===== src/rtl/nr_div_if.sv =====
// nr_div_if: handshake and data bundle for the sequential signed divider.
//   start  requester -> divider  request, taken only when the divider is idle
//   a, b   requester -> divider  signed dividend / divisor, sampled on accept
//   busy   divider -> requester  operation in flight
//   done   divider -> requester  one-cycle pulse, q/r/dz/ovf valid
//   q, r   divider -> requester  truncated quotient and remainder
//   dz     divider -> requester  last completed operation divided by zero
//   ovf    divider -> requester  last completed operation was min / -1
interface nr_div_if #(
  parameter int WIDTH = 4
) ();
  logic             start;
  logic [WIDTH-1:0] a;
  logic [WIDTH-1:0] b;
  logic             busy;
  logic             done;
  logic [WIDTH-1:0] q;
  logic [WIDTH-1:0] r;
  logic             dz;
  logic             ovf;

  modport master (
    output start, a, b,
    input  busy, done, q, r, dz, ovf
  );

  modport slave (
    input  start, a, b,
    output busy, done, q, r, dz, ovf
  );
endinterface


===== src/rtl/nr_div.sv =====
// nr_div: sequential signed divider, one non-restoring quotient bit per clock.
// Produces q = trunc(a/b) and r = a - q*b with the remainder taking the sign
// of the dividend. Latency is WIDTH+1 edges from accept to done.
//   clk    rising-edge clock
//   rst_n  asynchronous active-low reset, aborts any operation in flight
//   bus    nr_div_if slave: start/a/b in; busy/done/q/r/dz/ovf out
module nr_div #(
  parameter int WIDTH = 4
) (
  input  logic     clk,
  input  logic     rst_n,
  nr_div_if.slave  bus
);

  typedef enum logic [1:0] {IDLE, CALC, FIX} state_t;

  localparam int               CW        = $clog2(WIDTH) + 1;
  localparam logic [CW-1:0]    LAST_STEP = CW'(WIDTH - 1);
  localparam logic [WIDTH-1:0] MIN_VAL   = {1'b1, {(WIDTH-1){1'b0}}};

  state_t           state_reg;
  logic [CW-1:0]    cnt_reg;
  logic [WIDTH-1:0] mag_a_reg;
  logic [WIDTH-1:0] mag_b_reg;
  // Holds |a| at accept; dividend bits shift out of the top while quotient
  // bits shift in at the bottom, so after WIDTH steps it is the quotient.
  logic [WIDTH-1:0] quo_reg;
  // Signed partial remainder, one bit wider than the operands.
  logic [WIDTH:0]   rem_reg;
  logic             sign_a_reg;
  logic             sign_q_reg;
  logic             dz_op_reg;
  logic             ovf_op_reg;

  logic             busy_reg;
  logic             done_reg;
  logic [WIDTH-1:0] q_reg;
  logic [WIDTH-1:0] r_reg;
  logic             dz_reg;
  logic             ovf_reg;

  logic [WIDTH-1:0] abs_a;
  logic [WIDTH-1:0] abs_b;
  logic [WIDTH:0]   rem_shift;
  logic [WIDTH:0]   rem_step;
  logic [WIDTH-1:0] rem_corr;
  logic [WIDTH-1:0] r_mag;
  logic [WIDTH-1:0] q_fix;
  logic [WIDTH-1:0] r_fix;

  always_comb begin
    abs_a     = '0;
    abs_b     = '0;
    rem_shift = '0;
    rem_step  = '0;
    rem_corr  = '0;
    r_mag     = '0;
    q_fix     = '0;
    r_fix     = '0;

    // Magnitudes as unsigned WIDTH-bit values: |min| wraps to the same bit
    // pattern, which read unsigned is exactly 2^(WIDTH-1).
    abs_a = bus.a[WIDTH-1] ? -bus.a : bus.a;
    abs_b = bus.b[WIDTH-1] ? -bus.b : bus.b;

    // Non-restoring step: subtract while the remainder is non-negative,
    // add back while it is negative; the new sign decides the quotient bit.
    rem_shift = {rem_reg[WIDTH-1:0], quo_reg[WIDTH-1]};
    rem_step  = rem_reg[WIDTH] ? (rem_shift + {1'b0, mag_b_reg})
                               : (rem_shift - {1'b0, mag_b_reg});

    // Final correction only touches the remainder; the quotient bits are
    // already the restoring-division digits. The true corrected value lies
    // in [0, |b|), so WIDTH-bit modular arithmetic is exact.
    rem_corr = rem_reg[WIDTH-1:0] + (rem_reg[WIDTH] ? mag_b_reg : '0);

    // Divide by zero reports r = a, rebuilt from |a| and the sign below.
    r_mag = dz_op_reg ? mag_a_reg : rem_corr;

    if (dz_op_reg) begin
      q_fix = '1;
    end else if (ovf_op_reg) begin
      q_fix = MIN_VAL;
    end else begin
      q_fix = sign_q_reg ? -quo_reg : quo_reg;
    end

    if (ovf_op_reg && !dz_op_reg) begin
      r_fix = '0;
    end else begin
      r_fix = sign_a_reg ? -r_mag : r_mag;
    end
  end

  always_ff @(posedge clk or negedge rst_n) begin
    if (!rst_n) begin
      state_reg  <= IDLE;
      cnt_reg    <= '0;
      mag_a_reg  <= '0;
      mag_b_reg  <= '0;
      quo_reg    <= '0;
      rem_reg    <= '0;
      sign_a_reg <= 1'b0;
      sign_q_reg <= 1'b0;
      dz_op_reg  <= 1'b0;
      ovf_op_reg <= 1'b0;
      busy_reg   <= 1'b0;
      done_reg   <= 1'b0;
      q_reg      <= '0;
      r_reg      <= '0;
      dz_reg     <= 1'b0;
      ovf_reg    <= 1'b0;
    end else begin
      done_reg <= 1'b0;
      case (state_reg)
        IDLE: begin
          if (bus.start) begin
            mag_a_reg  <= abs_a;
            mag_b_reg  <= abs_b;
            quo_reg    <= abs_a;
            rem_reg    <= '0;
            sign_a_reg <= bus.a[WIDTH-1];
            sign_q_reg <= bus.a[WIDTH-1] ^ bus.b[WIDTH-1];
            dz_op_reg  <= (bus.b == '0);
            ovf_op_reg <= (bus.a == MIN_VAL) && (bus.b == '1);
            cnt_reg    <= '0;
            busy_reg   <= 1'b1;
            state_reg  <= CALC;
          end
        end
        CALC: begin
          rem_reg <= rem_step;
          quo_reg <= {quo_reg[WIDTH-2:0], ~rem_step[WIDTH]};
          cnt_reg <= cnt_reg + 1'b1;
          if (cnt_reg == LAST_STEP) begin
            state_reg <= FIX;
          end
        end
        FIX: begin
          q_reg     <= q_fix;
          r_reg     <= r_fix;
          dz_reg    <= dz_op_reg;
          ovf_reg   <= ovf_op_reg;
          done_reg  <= 1'b1;
          busy_reg  <= 1'b0;
          state_reg <= IDLE;
        end
        default: begin
          busy_reg  <= 1'b0;
          state_reg <= IDLE;
        end
      endcase
    end
  end

  assign bus.busy = busy_reg;
  assign bus.done = done_reg;
  assign bus.q    = q_reg;
  assign bus.r    = r_reg;
  assign bus.dz   = dz_reg;
  assign bus.ovf  = ovf_reg;

endmodule

===== src/flat_wrapper.sv =====
// flat-port wrapper written by rule: the top's interface ports become plain ports
module nr_div_flat 
#(
  parameter int WIDTH = 4
)
  (clk, rst_n, bus_start, bus_a, bus_b, bus_busy, bus_done, bus_q, bus_r, bus_dz, bus_ovf);
  nr_div_if #(.WIDTH(WIDTH)) bus_i ();
  input  logic clk;
  input  logic rst_n;
  input wire logic [$bits(bus_i.start)-1:0] bus_start;
  input wire logic [$bits(bus_i.a)-1:0] bus_a;
  input wire logic [$bits(bus_i.b)-1:0] bus_b;
  output wire logic [$bits(bus_i.busy)-1:0] bus_busy;
  output wire logic [$bits(bus_i.done)-1:0] bus_done;
  output wire logic [$bits(bus_i.q)-1:0] bus_q;
  output wire logic [$bits(bus_i.r)-1:0] bus_r;
  output wire logic [$bits(bus_i.dz)-1:0] bus_dz;
  output wire logic [$bits(bus_i.ovf)-1:0] bus_ovf;
  assign bus_i.start = bus_start;
  assign bus_i.a = bus_a;
  assign bus_i.b = bus_b;
  assign bus_busy = bus_i.busy;
  assign bus_done = bus_i.done;
  assign bus_q = bus_i.q;
  assign bus_r = bus_i.r;
  assign bus_dz = bus_i.dz;
  assign bus_ovf = bus_i.ovf;
  nr_div #(.WIDTH(WIDTH)) u_core (.clk(clk), .rst_n(rst_n), .bus(bus_i));
endmodule

===== config.mk =====
export PLATFORM = sky130hd
export DESIGN_NAME = nr_div_flat
export DESIGN_NICKNAME = d
export VERILOG_FILES = /design/src/rtl/nr_div_if.sv /design/src/rtl/nr_div.sv /design/src/flat_wrapper.sv
export SDC_FILE = /design/constraint.sdc
export NUM_CORES = 1
export LEC_CHECK = 0
export ABC_AREA = 1
export CORE_MARGIN = 2
export CORE_UTILIZATION = 56
export CTS_CLUSTER_DIAMETER = 30
export CTS_CLUSTER_SIZE = 28
export DETAILED_ROUTE_END_ITERATION = 8
export PLACE_DENSITY = 0.9
export RECOVER_POWER = 100
export SLEW_MARGIN = 20
export SYNTH_ARGS = -nofsm -noshare
export SYNTH_HDL_FRONTEND = slang
export SYNTH_SLANG_ARGS = --single-unit

===== constraint.sdc =====
create_clock -name clk -period 2.8 [get_ports clk]
set_clock_uncertainty 0.05 [all_clocks]
set_input_delay 0.7 -clock clk [delete_from_list [all_inputs] [get_ports clk]]
set_output_delay 0.7 -clock clk [all_outputs]
set_load 0.01 [all_outputs]

==> impl_metrics.toml <==
[critical_path]
cp-end-kind = "register"
cpMostUsedCell = "o21ai_0"
r2r-end = "u_core.bus.r[1]"
rr_worst_depth = 8
path_max_fanout = 9
cp.arrival_ns = 2.48
max_stage_delay_ns = 0.48
timing_worst_setup_path_type = "register to register"
rr_startpoint = "u_core.rem_reg[4]"
required_ns = 2.93
crit_path_top_delay_cell = "dfrtp_1"
cp_cell_sequence = "nand2_1 -> inv_1 -> ha_1 -> fa_1 -> o21ai_0 -> ha_1 -> o21ai_0 -> o21ai_0"
rrSetupSlack_ns = 0.45
start_kind = "register"

[power]
p_leak_uw = 0.00131
totalPowerFinal_uw = 2950
peakVddDrop_mv = 0.499
internal-power_uw = 1650
power_frac_comb_pct = 53.4
power-per-cell-area_nw_per_um2 = 1180
switchingPower_uw = 1300
clkPwrFrac_pct = 13.6
p_seq_share_pct = 33.1
switching_share_pct = 44.1

[floorplanning]
rows = 22
die_w_um = 66.9
start_util_pct = 59.3
core-area_um2 = 3740
pin_count = 23
dieArea_um2 = 4480
dieHeight_um = 66.9

[finish]
diodes = 0
fin_nets = 318
postLayoutCoreUtil_pct = 67.1
largest_reg_flops = 5
layout-drive-gt1-share_pct = 6.87
fin_cells = 339
area_delta_synth_final_pct = 13.2

[hold_path]
holdPathEnd = "u_core.bus.r[2]"
hp-class = "register to register"
hold_path_depth = 2
holdCritStartpoint = "u_core.bus.r[2]"

[yosys]
synthArstFlopShare_pct = 100
syn-cell-area_um2 = 2220
synth-edff-count = 0
synthCells = 265
synth.avg_cell_area_um2 = 8.37
synthesis.nets = 293
synthDistinctLibCells = 35
yosysTopAreaCell = "dfrtp_1"
ys_seq_elements = 38
ys_seq_area_share_pct = 42.9
netlist.area_leader.share_pct = 42.9
synth_area_leaders = "dfrtp_1 (43%), nand2_1 (13%), ha_1 (8.5%)"
ys.flop_type = "dfrtp_1"
yosysWarnings = 0
synth_common_cells = "nand2_1 (75), dfrtp_1 (38), inv_1 (36), o21ai_0 (19), ha_1 (15)"
yosysMostFrequentCell = "nand2_1"

[route]
dr.pass1.iters = 5
routed_wl_um = 4400
viasPerCell = 5.31
vias = 1801
drtAntennaViolNets = 0
drt_iter0_markers = 75
post_drt_wl_per_cell_um = 13.0
drc = 0

[clock_tree]
path_clk_slew_ns = 0.08
root_buffer = "clkbuf_8"
cts_tree = "yes"
clock_latency_ns = 0.30
cts_max_level = 2
cts_hold_buf = 0
cts_made_buffers = 5
clockBufferDepth = 2
ctsResizeCount = 0
post_cts_buffers = 0
clock-sinks = 38

[timing]
fmax_ghz = 0.426
slew_violations = 39
timing.hold.ws_ns = 0.428
hold_viol_final = 0
setup_violations = 0
tightest_slew_ns = 1.91
fin_crit_ns = 2.35
max-slew-margin-rel_pct = -27.0
rsz0062_at_grt = "no"
post-route-period-util_pct = 83.9
setup_tns_ns = 0

[place]
gp_congestion = 0.891
place.port_buffers = 22
hpwl_um = 3290
dp.cells = 331

[grt]
grt_use_total_pct = 23.4
grt_remaining_overflow = 0
grt_max_degree = 39
grt_pass1_wl_um = 7610
grt_pass1_vias = 1722
antenna_found_initial = 0

[run]
maxCapViolations = 1

[run_status]
status = "finished, violations left"
violations = "max-capacitance violations, max-slew violations"
[critical path: cells and delay by family, from the launching register on]
family	cells	cell delay, ns
buffers and inverters	1	0.05
AOI/OAI and AO/OA	3	0.59
and+or+nand+nor	1	0.12
adders and majority gates	3	0.95
DFF	1	0.48
[logic make-up after synthesis]
group                    Yosys count  share of synthesized area [%]
flip-flops                        38                           42.9
XOR/XNOR                           7                           2.76
adder cells (fa/ha/maj)           17                           10.3
buffers and inverters             48                           8.74
AND/OR/NAND/NOR                  113                           23.2
AO/OA/AOI/OAI                     42                           12.2
[how the worst max path moves through the flow]
stage                      start                 to  slack, ns
2_1_floorplan  u_core.rem_reg[4]    u_core.bus.r[1]       0.78
5_1_grt                    rst_n    u_core.bus.r[3]       0.25
3_3_place_gp            bus_a[0]  u_core.quo_reg[2]       0.67
4_1_cts        u_core.rem_reg[4]    u_core.bus.r[1]       0.58
3_5_place_dp            bus_a[0]  u_core.quo_reg[2]       0.60
6_report       u_core.rem_reg[4]    u_core.bus.r[1]       0.45
[metrics by stage]
| stage | setup slack (ns) | cell area (um2) |
|---|---|---|
| floorplan | 0.783 | 2220 |
| global placement | 0.666 | 2470 |
| detailed placement | 0.600 | 2470 |
| CTS | 0.582 | 2560 |
| global route | 0.249 | 2510 |
| finish | 0.452 | 2510 |
[cell type report]
cell class              count  area (um2)
clock inverters             2        12.5
fillers                   319        1230
well taps                  48        60.1
multi-input cells         179        1020
repair buffers             22         214
inverters                  44         170
clock buffers               6        82.6
flip-flops and latches     38         951
[cell usage in the layout (no fill, tap or decap), drive strengths merged]
master / Yosys / routed
ha: 15 / 15
or2: 2 / 2
a31oi: 2 / 2
nand3: 12 / 12
nand4: 1 / 1
clkbuf: 1 / 7
o21ai: 24 / 24
nor2: 16 / 16
inv: 44 / 44
clkinvlp: 0 / 1
dlygate4sd3: 0 / 13
fa: 2 / 2
a22o: 1 / 1
nor3: 2 / 2
a41oi: 1 / 1
xor2: 6 / 6
o22ai: 2 / 2
o211ai: 4 / 4
o221ai: 2 / 2
dfrtp: 38 / 38
a21oi: 3 / 3
xnor2: 1 / 1
nand2: 80 / 80
clkdlybuf4s50: 0 / 8
o41ai: 2 / 2
o21a: 1 / 1
clkinv: 0 / 1
[power groups by stage]
stage	combinational [uW]	sequential, uW	clock, uW
global route	1820	1010	429
detailed placement	1650	997	0
finish	1580	977	400
global placement	1580	985	0
CTS	1660	992	400
floorplan	1200	977	0
[per-layer routing]
layer	GRT usage, %	share of wire (%)
met4	11.0	2.0
met3	6.08	4.8
met1	29.6	43
met5	0	0
met2	37.5	50
Note: power is estimated with default switching activity, not from simulation.
